--- src/rtl/neg_pipe_register_if.sv ---
// Handshake and data bundle for neg_pipe_register.
// The master side is the upstream or hazard logic that drives data, stall and flush.
// The slave side is the pipeline register itself.
interface neg_pipe_register_if #(
    parameter int WIDTH = 32,
    parameter int DEPTH = 2
);
    localparam int OCC_W = $clog2(DEPTH + 1);

    logic             input_enable;
    logic [WIDTH-1:0] in;
    logic             in_valid;
    logic             in_ready;
    logic             stall;
    logic             flush;
    logic [WIDTH-1:0] out;
    logic             out_valid;
    logic [OCC_W-1:0] occupancy;
    logic             overrun;

    modport master (
        output input_enable, in, in_valid, stall, flush,
        input  in_ready, out, out_valid, occupancy, overrun
    );

    modport slave (
        input  input_enable, in, in_valid, stall, flush,
        output in_ready, out, out_valid, occupancy, overrun
    );
endinterface

--- src/rtl/neg_pipe_register.sv ---
// Falling-edge multi-stage pipeline register with per-stage valid bits.
// Supports downstream stall, synchronous flush and optional bubble collapsing.
// Reports occupancy and a sticky overrun flag for debug.
// Stage 0 is on the input side and stage DEPTH-1 drives out.
module neg_pipe_register #(
    parameter int WIDTH           = 32,
    parameter int DEPTH           = 2,
    parameter bit BUBBLE_COLLAPSE = 1'b1
) (
    input  logic                 clock,
    input  logic                 reset,
    neg_pipe_register_if.slave   bus
);
    localparam int OCC_W = $clog2(DEPTH + 1);

    logic [WIDTH-1:0] data_reg  [DEPTH];
    logic [DEPTH-1:0] valid_reg;
    logic             overrun_reg;

    // Value each stage would load on a shift: stage 0 takes the input port,
    // and every other stage takes its upstream neighbour.
    logic [WIDTH-1:0] src_data  [DEPTH];
    logic [DEPTH-1:0] src_valid;
    logic [DEPTH-1:0] hold;
    logic             in_ready_next;

    for (genvar gi = 0; gi < DEPTH; gi++) begin : g_src
        if (gi == 0) begin : g_head
            assign src_data[gi]  = bus.in;
            assign src_valid[gi] = bus.in_valid;
        end else begin : g_body
            assign src_data[gi]  = data_reg[gi-1];
            assign src_valid[gi] = valid_reg[gi-1];
        end
    end

    // Hold chain. In collapse mode, a stage only holds if it holds a valid word
    // and everything downstream of it is also blocked. This lets bubbles be
    // squeezed out under stall. In freeze mode, stall stops every stage.
    always_comb begin
        hold = '0;
        if (BUBBLE_COLLAPSE) begin
            hold[DEPTH-1] = bus.stall & valid_reg[DEPTH-1];
            for (int i = DEPTH - 2; i >= 0; i--) begin
                hold[i] = valid_reg[i] & hold[i+1];
            end
        end else begin
            hold = {DEPTH{bus.stall}};
        end
    end

    assign in_ready_next = ~hold[0] & bus.input_enable & ~bus.flush;

    // Stage update on the falling edge.
    // Priority is: flush, then the enable gate, then per-stage shift or hold.
    // Data is copied even when its valid bit is 0.
    always_ff @(negedge clock or posedge reset) begin
        if (reset) begin
            for (int i = 0; i < DEPTH; i++) begin
                data_reg[i] <= '0;
            end
            valid_reg   <= '0;
            overrun_reg <= 1'b0;
        end else if (bus.flush) begin
            for (int i = 0; i < DEPTH; i++) begin
                data_reg[i] <= '0;
            end
            valid_reg   <= '0;
            overrun_reg <= 1'b0;
        end else if (bus.input_enable) begin
            for (int i = 0; i < DEPTH; i++) begin
                if (!hold[i]) begin
                    data_reg[i]  <= src_data[i];
                    valid_reg[i] <= src_valid[i];
                end
            end
            if (bus.in_valid && !in_ready_next) begin
                overrun_reg <= 1'b1;
            end
        end
    end

    // Occupancy is a population count of the valid bits.
    always_comb begin
        bus.occupancy = '0;
        for (int i = 0; i < DEPTH; i++) begin
            bus.occupancy = bus.occupancy + OCC_W'(valid_reg[i]);
        end
    end

    assign bus.in_ready  = in_ready_next;
    assign bus.out       = data_reg[DEPTH-1];
    assign bus.out_valid = valid_reg[DEPTH-1];
    assign bus.overrun   = overrun_reg;
endmodule

--- src/flat_wrapper.sv ---
// flat-port wrapper written by rule: the top's interface ports become plain ports
module neg_pipe_register_flat 
#(
    parameter int WIDTH           = 32,
    parameter int DEPTH           = 2,
    parameter bit BUBBLE_COLLAPSE = 1'b1
)
  (clock, reset, bus_input_enable, bus_in, bus_in_valid, bus_stall, bus_flush, bus_in_ready, bus_out, bus_out_valid, bus_occupancy, bus_overrun);
  neg_pipe_register_if #(.WIDTH(WIDTH), .DEPTH(DEPTH)) bus_i ();
  input  logic clock;
  input  logic reset;
  input wire logic [$bits(bus_i.input_enable)-1:0] bus_input_enable;
  input wire logic [$bits(bus_i.in)-1:0] bus_in;
  input wire logic [$bits(bus_i.in_valid)-1:0] bus_in_valid;
  input wire logic [$bits(bus_i.stall)-1:0] bus_stall;
  input wire logic [$bits(bus_i.flush)-1:0] bus_flush;
  output wire logic [$bits(bus_i.in_ready)-1:0] bus_in_ready;
  output wire logic [$bits(bus_i.out)-1:0] bus_out;
  output wire logic [$bits(bus_i.out_valid)-1:0] bus_out_valid;
  output wire logic [$bits(bus_i.occupancy)-1:0] bus_occupancy;
  output wire logic [$bits(bus_i.overrun)-1:0] bus_overrun;
  assign bus_i.input_enable = bus_input_enable;
  assign bus_i.in = bus_in;
  assign bus_i.in_valid = bus_in_valid;
  assign bus_i.stall = bus_stall;
  assign bus_i.flush = bus_flush;
  assign bus_in_ready = bus_i.in_ready;
  assign bus_out = bus_i.out;
  assign bus_out_valid = bus_i.out_valid;
  assign bus_occupancy = bus_i.occupancy;
  assign bus_overrun = bus_i.overrun;
  neg_pipe_register #(.WIDTH(WIDTH), .DEPTH(DEPTH), .BUBBLE_COLLAPSE(BUBBLE_COLLAPSE)) u_core (.clock(clock), .reset(reset), .bus(bus_i));
endmodule
--- config.mk ---
export PLATFORM = sky130hd
export DESIGN_NAME = neg_pipe_register_flat
export DESIGN_NICKNAME = d
export VERILOG_FILES = /design/src/rtl/neg_pipe_register_if.sv /design/src/rtl/neg_pipe_register.sv /design/src/flat_wrapper.sv
export SDC_FILE = /design/constraint.sdc
export NUM_CORES = 1
export LEC_CHECK = 0
export BUFFER_PORTS_ARGS = -buffer_cell sky130_fd_sc_hd__buf_4
export CORE_ASPECT_RATIO = 1.4
export CORE_MARGIN = 10
export CORE_UTILIZATION = 58
export CTS_BUF_LIST = sky130_fd_sc_hd__clkbuf_8
export CTS_CLUSTER_SIZE = 16
export DETAILED_ROUTE_END_ITERATION = 10
export GPL_ROUTABILITY_DRIVEN = 0
export PLACE_DENSITY_LB_ADDON = 0.12
export SYNTH_ARGS = -nofsm -noshare
export SYNTH_HDL_FRONTEND = slang
export SYNTH_SLANG_ARGS = --single-unit
--- constraint.sdc ---
create_clock -name clock -period 4.22 [get_ports clock]
set_clock_uncertainty 0.15 [all_clocks]
set_input_delay 0.633 -clock clock [delete_from_list [all_inputs] [get_ports clock]]
set_output_delay 0.633 -clock clock [all_outputs]
set_load 0.1 [all_outputs]
# Word-level counts from Yosys, hierarchy flattened
# Index checks and enable logic that the tools add are counted.
[totals]
ff_bits = 67
input_bits = 38
out_inout_bits = 37
elab_cells = 32
[classes]
n_addsub = 1
eq_ne = 2
n_mux = 11
bitwise_logic = 6
n_reduce_logical = 7
[op_table]
columns = ["cell", "n"]
rows = [
  ["64-bit two-way mux", 2],
  ["32-bit two-way mux", 2],
  ["2-bit AND reduction", 3],
  ["1-bit two-way mux", 5],
  ["1-bit AND", 4],
  ["2-bit two-way mux", 2],
  ["2-bit != test, second input constant", 2],
  ["2-bit nonzero test", 2],
  ["1-bit by 1-bit adder with 2-bit output", 1],
  ["1-bit NOT", 2],
  ["1-bit logical AND", 1],
  ["1-bit logical NOT", 1],
]

# Depth between registers and ports, before layout
[depth]
depth_word = 10
mapped_depth = 4
ltp_nobuf = 3

==> impl_metrics.py <==
metrics = {
    "outcome": {
        "outcome": "finished clean",
    },
    "critical_path": {
        "regToRegStartpoint": "u_core.valid_reg[1]",
        "slowest_delay_ns": 0.48,
        "crit_fanout": 5,
        "r2r_end": "u_core.data_reg[50]",
        "r2r.worst_path.cells": 4,
        "crit_chain": "buf_4, buf_4",
        "cpMostUsedCell": "buf_4",
        "crit_arrival_ns": 3.39,
        "start_kind": "flip-flop",
        "cpLargestDelayFamily": "flip-flops",
        "slowest_stage": "dfrtn_1",
        "rrSetupSlack_ns": 2.28,
        "worstSetupPathType": "reg -> out",
        "crit_path_end_kind": "output port",
        "crit_required_ns": 3.44,
        "worst-path-buf-inv": 2,
    },
    "synthesis": {
        "synth_area_per_cell_um2": 14.7,
        "yosys.area.top_type": "dfrtn_1",
        "synth_cell_types": 15,
        "synth_top_area_share_pct": 60.4,
        "ys_seq_area_share_pct": 60.4,
        "synthTopCellsByArea": "dfrtn_1, a22o_1, a22o_2",
        "synth_cells": 189,
        "netlist_area_mm2": 0.00278,
        "ys_ff_latch": 67,
        "yosysWarningCount": 0,
        "synth_fp_nets": 228,
    },
    "pwr": {
        "clock_power_share_pct": 36.1,
        "sw_frac_of_total_pct": 26.7,
        "p_leak_uw": 0.00169,
        "p_int_uw": 1040,
        "ir_worst_vdd_v": 0.000252,
        "finalPower_uw": 1420,
        "seqPwrFrac_pct": 48.9,
        "net-switching-power_uw": 379,
        "pwr-share-comb_pct": 15.0,
        "power_density_mw_per_mm2": 431,
    },
    "final_layout": {
        "ff_latch_area_mm2": 0.00168,
        "syn_to_final_growth_pct": 18.4,
        "drive_above_1_share_pct": 52.7,
        "finish.utilization_pct": 71.9,
        "num_antenna_cells": 0,
        "nFillCells": 348,
        "layout.nets": 272,
        "multi_input_area_um2": 736,
        "final_cell_count_no_fill": 299,
        "finalInstanceArea_mm2": 0.00329,
    },
    "sta": {
        "tightest_slew_ns": 0.913,
        "max_slew_margin_pct": 39.0,
        "setup_viol_count_final": 0,
        "rsz0062_at_grt": "false",
        "slew_viol_final": 0,
        "hold_ws_ns": 0.290,
        "final_hold_viol_count": 0,
    },
    "routing": {
        "vias": 1693,
        "finalWirelength_mm": 5.81,
        "ant_nets": 0,
        "firstDrtPassIters": 4,
        "drt_iter0_markers": 118,
        "drcViolationCount": 0,
        "viasPerCell": 5.66,
        "wire_per_inst_um": 19.4,
    },
    "cts": {
        "cts_root_buffer": "clkbuf_8",
        "clk_latency_ns": 0.32,
        "cts_tree": "built",
        "h-tree-depth": 3,
        "clkTransAtPathRegs_ns": 0.05,
        "cts.sinks": 67,
        "cts_inserted_buffers": 9,
        "clockBufferDepth": 2,
    },
    "placed_design": {
        "placed_area_mm2": 0.00308,
        "dp_hpwl_mm": 3.96,
        "dp.cells": 283,
        "io_buffers": 74,
    },
    "hold_path": {
        "worstHoldPathCells": 1,
        "hold_class": "reg -> reg",
        "min_from": "u_core.data_reg[44]",
        "min_to": "u_core.bus.out[12]",
    },
    "floorplanning": {
        "die_area_mm2": 0.00799,
        "fp-row-count": 29,
        "num_io_pins": 75,
        "coreArea_mm2": 0.00457,
        "fp.dieH_um": 102,
        "initial_core_util_pct": 60.7,
        "die_w_um": 78.5,
    },
    "job": {
        "maxCapViolations": 0,
    },
    "grt": {
        "grt_usage_pct": 15.0,
        "grt_start_max_net_pins": 68,
        "grt_overflow": 0,
        "antenna_found_initial": 0,
        "grt_first_pass_wirelength_mm": 9.39,
        "first_global_vias": 1885,
    },
}
-- cell type report --
cell class | count | area share (%)
repair buffers | 77 | 18.1
multi-input cells | 77 | 22.4
flip-flops and latches | 67 | 51.0
well taps | 62 | 2.36
inverters | 1 | 0.228
clock inverters | 4 | 1.29
clock buffers | 11 | 4.61
-- cell usage after synthesis --
cell,instances
a21oi_4,3
a22o_1,39
a22o_2,27
a31oi_1,1
and3_2,1
buf_4,32
buf_6,12
dfrtn_1,67
ha_1,1
inv_1,1
nand2_1,1
nand2b_2,1
nand3_1,1
nor2_1,1
nor2_4,1
-- worst max path at each step --
stage,start,endpoint,slack [ns],depth (start not counted)
floorplan,u_core.valid_reg[1],bus_in_ready,-0.40,3
global placement,bus_flush,u_core.valid_reg[1],0.08,4
detailed placement,bus_flush,u_core.bus.out[11],0.03,4
CTS,u_core.valid_reg[0],bus_in_ready,0.03,3
global route,u_core.valid_reg[1],bus_out_valid,0.005,2
finish,u_core.valid_reg[1],bus_out_valid,0.05,2
-- cell families after synthesis --
group                    share of synthesized area [%]
AND/OR/NAND/NOR                                   1.44
buffers and inverters                             13.7
adder cells (fa/ha/maj)                          0.451
AO/OA/AOI/OAI                                     24.0
flip-flops                                        60.4
-- metal layers --
metal,global-route usage (%),vias up,share of wire [%]
met1,17.3,867,41
li1,-,757,-
met4,4.98,0,0.69
met3,5.45,5,6.4
met2,25.4,64,52
met5,0,-,0
-- stage by stage --
stage | setup slack [ns] | setup TNS, ns
6_report | 0.0476 | 0
5_1_grt | 0.00479 | 0
4_1_cts | 0.0314 | 0
3_5_place_dp | 0.0301 | 0
3_3_place_gp | 0.0768 | 0
2_1_floorplan | -0.400 | -0.846
-- placed cells by master, fill, tap and decap left out --
| cell type | count |
|---|---|
| buf_12 | 1 |
| a21oi_4 | 3 |
| buf_6 | 1 |
| inv_1 | 2 |
| clkinv_2 | 1 |
| nor2_1 | 1 |
| a22o_2 | 27 |
| a22o_1 | 39 |
| nand2b_2 | 1 |
| nand2_1 | 1 |
| clkbuf_8 | 11 |
| buf_4 | 75 |
| dfrtn_1 | 67 |
| ha_4 | 1 |
| nand3_1 | 1 |
| and3_4 | 1 |
| nor2_4 | 1 |
| clkinvlp_4 | 1 |
| a31oi_1 | 1 |
| bufinv_16 | 1 |
-- timing repair --
item                       in CTS  in global routing
buffers inserted                1                  0
gates resized for setup         1                  0
hold buffers                    0                  0
setup endpoints to repair       3                  0
-- power groups by stage --
stage	Combinational [uW]	Clock [uW]	Sequential, uW
after CTS	214	523	693
after detailed placement	212	0	705
final	212	512	693
after floorplan	174	0	702
after global placement	207	0	703
after global routing	224	554	697
(Power assumes the default switching activity.)
